$ cat src/rtl/fetch_pkg.sv
// Shared types and constants for the fetch PC unit.
// The run-cycle counter is enabled by defining FETCH_CYCLE_COUNT_EN.
package fetch_pkg;

   localparam int PC_BITS      = 12;
   localparam int LUT_IDX_BITS = 3;

   typedef enum logic [1:0] {
      IDLE = 2'b00,
      RUN  = 2'b01,
      DONE = 2'b10
   } fetch_state_e;

   // Absolute branch targets, selected by the instruction's reg1 field
   localparam logic [PC_BITS-1:0] BRANCH_TARGETS [2**LUT_IDX_BITS] = '{
      12'd16,
      12'd32,
      12'd64,
      12'd128,
      12'd4094,
      12'd200,
      12'd1000,
      12'd37
   };

endpackage

$ cat src/rtl/fetch_pc_unit_if.sv
// Control/status bundle between the decoder side and the fetch PC unit.
// cycle_count exists only when FETCH_CYCLE_COUNT_EN is defined.
interface fetch_pc_unit_if #(
   parameter int PC_BITS      = fetch_pkg::PC_BITS,
   parameter int LUT_IDX_BITS = fetch_pkg::LUT_IDX_BITS
);
   import fetch_pkg::*;

   logic                    start;
   logic                    halt_req;
   logic                    branch_en;
   logic [LUT_IDX_BITS-1:0] branch_idx;
   logic                    stall;
   logic [PC_BITS-1:0]      pc;
   logic                    running;
   logic                    done;
`ifdef FETCH_CYCLE_COUNT_EN
   logic [31:0]             cycle_count;

   modport master (
      output start, halt_req, branch_en, branch_idx, stall,
      input  pc, running, done, cycle_count
   );

   modport slave (
      input  start, halt_req, branch_en, branch_idx, stall,
      output pc, running, done, cycle_count
   );
`else
   modport master (
      output start, halt_req, branch_en, branch_idx, stall,
      input  pc, running, done
   );

   modport slave (
      input  start, halt_req, branch_en, branch_idx, stall,
      output pc, running, done
   );
`endif

endinterface

$ cat src/rtl/fetch_pc_unit_lut.sv
// Combinational branch-target ROM: maps a LUT index to an absolute PC.
module branch_target_lut #(
   parameter int PC_BITS      = fetch_pkg::PC_BITS,
   parameter int LUT_IDX_BITS = fetch_pkg::LUT_IDX_BITS
) (
   input  logic [LUT_IDX_BITS-1:0] idx,
   output logic [PC_BITS-1:0]      target
);
   import fetch_pkg::*;

   assign target = PC_BITS'(BRANCH_TARGETS[idx]);

endmodule

$ cat src/rtl/fetch_pc_unit.sv
// Program counter and fetch sequencer (IDLE/RUN/DONE) feeding instruction memory.
// Optional saturating RUN-cycle counter under FETCH_CYCLE_COUNT_EN.
module fetch_pc_unit #(
   parameter int PC_BITS      = fetch_pkg::PC_BITS,
   parameter int LUT_IDX_BITS = fetch_pkg::LUT_IDX_BITS
) (
   input logic            clk,
   input logic            reset,
   fetch_pc_unit_if.slave bus
);
   import fetch_pkg::*;

   fetch_state_e       state;
   logic [PC_BITS-1:0] pc_q;
   logic               running_q;
   logic               done_q;
   logic [PC_BITS-1:0] branch_target;
`ifdef FETCH_CYCLE_COUNT_EN
   logic [31:0]        cycle_cnt;
`endif

   branch_target_lut #(
      .PC_BITS      (PC_BITS),
      .LUT_IDX_BITS (LUT_IDX_BITS)
   ) u_lut (
      .idx    (bus.branch_idx),
      .target (branch_target)
   );

   // Control inputs describe the instruction at the current pc, so the
   // decision taken at this edge picks the address fetched next cycle.
   always_ff @(posedge clk or posedge reset) begin
      if (reset) begin
         state     <= IDLE;
         pc_q      <= '0;
         running_q <= 1'b0;
         done_q    <= 1'b0;
`ifdef FETCH_CYCLE_COUNT_EN
         cycle_cnt <= '0;
`endif
      end else begin
         case (state)
            IDLE, DONE: begin
               if (bus.start) begin
                  state     <= RUN;
                  pc_q      <= '0;
                  running_q <= 1'b1;
                  done_q    <= 1'b0;
`ifdef FETCH_CYCLE_COUNT_EN
                  cycle_cnt <= '0;
`endif
               end
            end
            RUN: begin
`ifdef FETCH_CYCLE_COUNT_EN
               if (cycle_cnt != '1) begin
                  cycle_cnt <= cycle_cnt + 32'd1;
               end
`endif
               if (bus.halt_req) begin
                  state     <= DONE;
                  running_q <= 1'b0;
                  done_q    <= 1'b1;
               end else if (bus.stall) begin
                  pc_q <= pc_q;
               end else if (bus.branch_en) begin
                  pc_q <= branch_target;
               end else begin
                  pc_q <= pc_q + PC_BITS'(1);
               end
            end
            default: begin
               state     <= IDLE;
               pc_q      <= '0;
               running_q <= 1'b0;
               done_q    <= 1'b0;
            end
         endcase
      end
   end

   assign bus.pc      = pc_q;
   assign bus.running = running_q;
   assign bus.done    = done_q;
`ifdef FETCH_CYCLE_COUNT_EN
   assign bus.cycle_count = cycle_cnt;
`endif

endmodule
$ cat src/flat_wrapper.sv
// flat-port wrapper written by rule: the top's interface ports become plain ports
module fetch_pc_unit_flat import fetch_pkg::*;
#(
   parameter int PC_BITS      = fetch_pkg::PC_BITS,
   parameter int LUT_IDX_BITS = fetch_pkg::LUT_IDX_BITS
)
  (clk, reset, bus_start, bus_halt_req, bus_branch_en, bus_branch_idx, bus_stall, bus_pc, bus_running, bus_done);
  fetch_pc_unit_if #(.PC_BITS(PC_BITS), .LUT_IDX_BITS(LUT_IDX_BITS)) bus_i ();
  input logic clk;
  input logic reset;
  input wire logic [$bits(bus_i.start)-1:0] bus_start;
  input wire logic [$bits(bus_i.halt_req)-1:0] bus_halt_req;
  input wire logic [$bits(bus_i.branch_en)-1:0] bus_branch_en;
  input wire logic [$bits(bus_i.branch_idx)-1:0] bus_branch_idx;
  input wire logic [$bits(bus_i.stall)-1:0] bus_stall;
  output wire logic [$bits(bus_i.pc)-1:0] bus_pc;
  output wire logic [$bits(bus_i.running)-1:0] bus_running;
  output wire logic [$bits(bus_i.done)-1:0] bus_done;
  assign bus_i.start = bus_start;
  assign bus_i.halt_req = bus_halt_req;
  assign bus_i.branch_en = bus_branch_en;
  assign bus_i.branch_idx = bus_branch_idx;
  assign bus_i.stall = bus_stall;
  assign bus_pc = bus_i.pc;
  assign bus_running = bus_i.running;
  assign bus_done = bus_i.done;
  fetch_pc_unit #(.PC_BITS(PC_BITS), .LUT_IDX_BITS(LUT_IDX_BITS)) u_core (.clk(clk), .reset(reset), .bus(bus_i));
endmodule
$ cat config.mk
export PLATFORM = sky130hd
export DESIGN_NAME = fetch_pc_unit_flat
export DESIGN_NICKNAME = d
export VERILOG_FILES = /design/src/rtl/fetch_pkg.sv /design/src/rtl/fetch_pc_unit_if.sv /design/src/rtl/fetch_pc_unit_lut.sv /design/src/rtl/fetch_pc_unit.sv /design/src/flat_wrapper.sv
export SDC_FILE = /design/constraint.sdc
export NUM_CORES = 1
export LEC_CHECK = 0
export ABC_AREA = 1
export CORE_ASPECT_RATIO = 0.8
export CORE_MARGIN = 5
export CORE_UTILIZATION = 65
export DETAILED_ROUTE_END_ITERATION = 10
export DONT_BUFFER_PORTS = 1
export PLACE_DENSITY = 0.93
export SLEW_MARGIN = 20
export SYNTH_ARGS = -nofsm -noshare
export SYNTH_HDL_FRONTEND = slang
export SYNTH_SLANG_ARGS = --single-unit
$ cat constraint.sdc
create_clock -name clk -period 2 [get_ports clk]
set_input_delay 0.4 -clock clk [delete_from_list [all_inputs] [get_ports clk]]
set_output_delay 0.4 -clock clk [all_outputs]
set_load 0.01 [all_outputs]
; ---- Word level (Yosys, flattened, before mapping)
; Memories as Yosys holds them, arrays and structs flattened.
; Cells that the tools add are included.
[classes]
n_addsub = 1
magnitude_cmp = 1
n_eq_ne = 6
mux = 16
bitwise_logic = 1
reduce_logical = 4
[ops]
columns = operator, count
row1 = $mux W12, 6
row2 = $pmux W12 S2, 1
row3 = $add A12 B1 Y12 const B, 1
row4 = $ne A2 B2 Y1 const B, 4
row5 = $ge A4 B4 Y1 const B, 1
row6 = $mux W1, 4
row7 = $mux W2, 2
row8 = $not A3 Y4, 1
row9 = $pmux W1 S2, 2
row10 = $pmux W2 S2, 1
row11 = $reduce_and A3 Y1, 1
row12 = $eq A2 B1 Y1 const B, 1
row13 = $eq A2 B2 Y1 const B, 1
row14 = $logic_not A2 Y1, 1
row15 = $reduce_and A2 Y1, 1
row16 = $reduce_or A2 Y1, 1
[totals]
ff_bits = 16
rom_bits = 96
input_bits = 9
out_inout_bits = 14
mem_count = 1
[memory_table]
columns = memory, depth, width, rd, rd_ports_with_merged_regs, write_ports, line_no
row1 = (name not given), 8, 12, 1, 0, 0, fetch_pc_unit_lut.sv:11  ; assign target = PC_BITS'(BRANCH_TARGETS[idx]);

; ---- Depth between registers and ports, before layout
[logic_depth]
depth_word = 8
depth_mapped = 8

; ---- Modules after synthesis
; Synthesis repeated with hierarchy kept, for this count alone.
[unflattened]
hier_cells = 175
area_unflattened_um2 = 1204.9
[by_module_without_submodules]
columns = mod, n_inst, cells_per_inst, area_each_um2, seq_area_each_um2
row1 = fetch_pc_unit, 1, 144, 1016.0, 400.4
row2 = branch_target_lut, 1, 31, 188.9, 0.0

; ---- Least setup slack after synthesis
; No wires, ideal clock.
[synth_timing]
path_type = flip-flop to flip-flop
startpoint = reg u_core.pc_q[1] (netlist: u_core.bus.pc[1])
endpoint = reg u_core.pc_q[8] (netlist: u_core.bus.pc[8])
setup_ns = 0.116
t_arrival_ns = 1.155
t_required_ns = 1.884
slack_ns = 0.729
stages_incl_launch_ff = 9
n_path_buf = 0
synth_period_minus_slack_ns = 1.271
path_cell_list = dfrtp_1 -> ha_1 -> nand2_1 -> nor2_2 -> nand2_1 -> nand2_1 -> nand3_1 -> nand2_1 -> nand2_1
[synth_between]
elab_chain_cells = 5
[synth_rtl]
columns = element, line_no
row1 = start: declaration, fetch_pc_unit.sv:14  ; logic [PC_BITS-1:0] pc_q;
row2 = start signal: assignment, fetch_pc_unit.sv:65  ; pc_q <= pc_q;
row3 = start signal: assignment, fetch_pc_unit.sv:67  ; pc_q <= branch_target;
row4 = start signal: assignment, fetch_pc_unit.sv:69  ; pc_q <= pc_q + PC_BITS'(1);
row5 = $add A12 B1 Y12, fetch_pc_unit.sv:69
row6 = $mux W12, fetch_pc_unit.sv:66  ; end else if (bus.branch_en) begin
row7 = $mux W12, fetch_pc_unit.sv:64  ; end else if (bus.stall) begin
row8 = $mux W12, fetch_pc_unit.sv:60  ; if (bus.halt_req) begin
row9 = $pmux W12 S2, fetch_pc_unit.sv:42  ; case (state)
; Every way passes these cells. The select of a mux whose other input is x is not followed.
; A chain may end at the register's enable or synchronous reset.

; ---- Final worst setup path
[layout_timing]
startpoint = reg u_core.pc_q[0] (netlist: u_core.bus.pc[0])
endpoint = reg u_core.pc_q[10] (netlist: u_core.bus.pc[10])
; The elaborated chain is that of the path after synthesis.

==> metrics.cfg <==
[setup_path]
reg2reg_to=u_core.bus.pc[10]
slowest_stage=dfrtp_1
start_kind=flop
r2r_slack_ns=0.50
criticalPathCategory=flop to flop
r2r_cells=8
cpMostUsedCell=nand2_1
path_max_fanout=5
r2r-start=u_core.bus.pc[0]
cp_cell_sequence=ha_1 -> nand2_1 -> nor2_2 -> nand2_1 -> nand2_1 -> nand3_1 -> nand2_1 -> nand2_1
cp_data_arrival_time_ns=1.70
crit_required_ns=2.19
cp-end-kind=flop
max_stage_delay_ns=0.50

[power_and_ir_drop]
clkPwrFrac_pct=18.4
p_seq_share_pct=47.7
p_sw_mw=0.5346
p_sw_share_pct=44.62
power_density_nw_per_um2=999.7
power_frac_comb_pct=33.9
p_int_mw=0.6636
vdd_drop_max_mv=0.9314
leakage_nw=0.5706

[hold_path]
hp-class=primary input to async pin

[layout]
drive_gt1_share_pct=14.01
area_delta_synth_final_pct=4.244
nFillCells=125
post_layout_nonfiller_instances=179
final_nets=174
antenna_cells=0

[sta]
fmax_ghz=0.6645
finalHoldViolCount=0
fin_tns_setup_ns=0
period_needed_ns=1.505
slew_headroom_pct=57.86
min_period_over_period_pct=75.24
fin_skew_ns=0.003343
rsz0062_at_grt=no
setup_violations=0
tightestPinTransition_ns=0.6315
slew_viol_final=0

[die]
ios=23
core-area_um2=1659
fp.dieW_um=57.03
dieHeight_um=47.62
start_util_pct=69.31
rows=13
die_area_um2=2716

[outcome]
outcome=completed

[detailed_routing]
routed-via-count=1071
dr.pass1.iters=4
antenna_left=0
drc=0
drt_iter0_drc=41
wirelength_mm=2.667
viasPerCell=5.983
wl_per_cell_um=14.90

[cts]
h-tree-depth=1
cts_hold_buf=0
clockRootBuffer=clkbuf_4
cts_buffers=3
tritoncts=done
clk_latency_ns=0.29
clkTransAtPathRegs_ns=0.10
postCtsSetupBuffers=0
clockBufferDepth=2
cts_resized=0
numClockSinks=16

[synthesis]
async_reset_ff_share_pct=100.0
synth-seq-area-share_pct=34.82
synth_nets=171
synthCells=155
synth_largest_area_cell=dfrtp_1
synth_edf_count=0
syn_area_per_cell_um2=7.418
synth_commonest_cells=nand2_1 (42), inv_1 (17), dfrtp_1 (16)
ys.flop_type=dfrtp_1
synth_top_area_share_pct=34.82
synth_most_common_cell=nand2_1
syn_area_um2=1150
ys_top_cells_by_area=dfrtp_1 (35%), nand2_1 (14%), ha_1 (7.6%), nand3_1 (6.5%), o21ai_0 (5.7%)
synth.yosys.warnings=0
ys_ff_latch=16
synthDistinctLibCells=26

[grt]
antenna_found_initial=0
grt_first_pass_wirelength_mm=4.174
grt_max_degree=17
overflow=0
grtUsageTotal_pct=20.45
grt_pass1_vias=976

[placement]
port_buffers=0
dpl.cell_count=175
gp_congestion=0.8517
dp_hpwl_mm=2.053

[flow_run]
drv_cap=0

## how the worst max path moves through the flow
stage	endpoint	depth (start not counted)	from	slack, ns
after floorplan	u_core.bus.pc[8]	8	u_core.bus.pc[1]	0.73
after global placement	u_core.bus.pc[8]	8	u_core.bus.pc[1]	0.62
after detailed placement	u_core.bus.pc[10]	8	u_core.bus.pc[0]	0.53
after CTS	u_core.bus.pc[10]	8	u_core.bus.pc[0]	0.53
after global routing	u_core.bus.pc[10]	8	u_core.bus.pc[1]	0.38
final	u_core.bus.pc[10]	8	u_core.bus.pc[0]	0.50
## power groups by stage
stage          Clock [mW]  Combinational [mW]  Sequential (mW)
6_report            0.220               0.407            0.571
4_1_cts             0.222               0.402            0.568
3_3_place_gp            0               0.378            0.561
3_5_place_dp            0               0.400            0.575
5_1_grt             0.240               0.447            0.580
2_1_floorplan           0               0.329            0.536
## state kept, by name (all words and copies together), names as in the netlist
signal / flops
u_core.bus.done: 1
u_core.bus.pc: 12
u_core.bus.running: 1
u_core.state: 2
## metal layers
metal,share of wire (%),global-route usage [%],vias to the layer above
met5,0,0,-
met4,2.5,7.407,0
met3,9.7,8.356,12
met2,44,34.62,70
met1,43,24.13,478
li1,-,-,511
## critical path, delay by kind of cell (launching register included)
family / cells / cell delay (ns)
flops: 1 / 0.50
fa+ha+maj: 1 / 0.22
simple gates: 7 / 0.68
## layout make-up
type / count / area, µm² / share of cell area [%]
inverter: 22 / 82.58 / 6.889
multi-input combinational: 115 / 651.9 / 54.38
tap: 22 / 27.53 / 2.296
sequential: 16 / 400.4 / 33.40
clock buffer: 4 / 36.28 / 3.027
## cell families (layout without fill, tap and decap cells)
family	after synthesis	in the layout	synth area share, %
buf+inv	24	26	8.487
fa+ha+maj	7	7	7.617
flops	16	16	34.82
compound gates	30	30	16.76
simple gates	78	78	32.32
## through the flow
step	cell area, µm²	worst slack, ns	hold slack [ns]	total power, mW	utilization (%)
2_1_floorplan	1150	0.7290	0.3137	0.8650	-
3_3_place_gp	1162	0.6187	0.3831	0.9384	70.06
5_1_grt	1199	0.3837	0.1107	1.268	72.25
4_1_cts	1199	0.5267	0.07883	1.192	72.25
3_5_place_dp	1162	0.5345	0.3979	0.9750	70.06
6_report	1199	0.4951	0.06175	1.198	72.25
## cell usage in the layout, fill, tap and decap left out, types with 3 or more instances in the layout
| master | instances |
|---|---|
| inv_2 | 5 |
| nand2_1 | 42 |
| o21ai_0 | 13 |
| inv_1 | 17 |
| nand3_1 | 15 |
| nor2_1 | 7 |
| clkbuf_4 | 3 |
| dfrtp_1 | 16 |
| nor2_2 | 3 |
| a21oi_1 | 7 |
| ha_1 | 7 |
(Power assumes the default switching activity.)
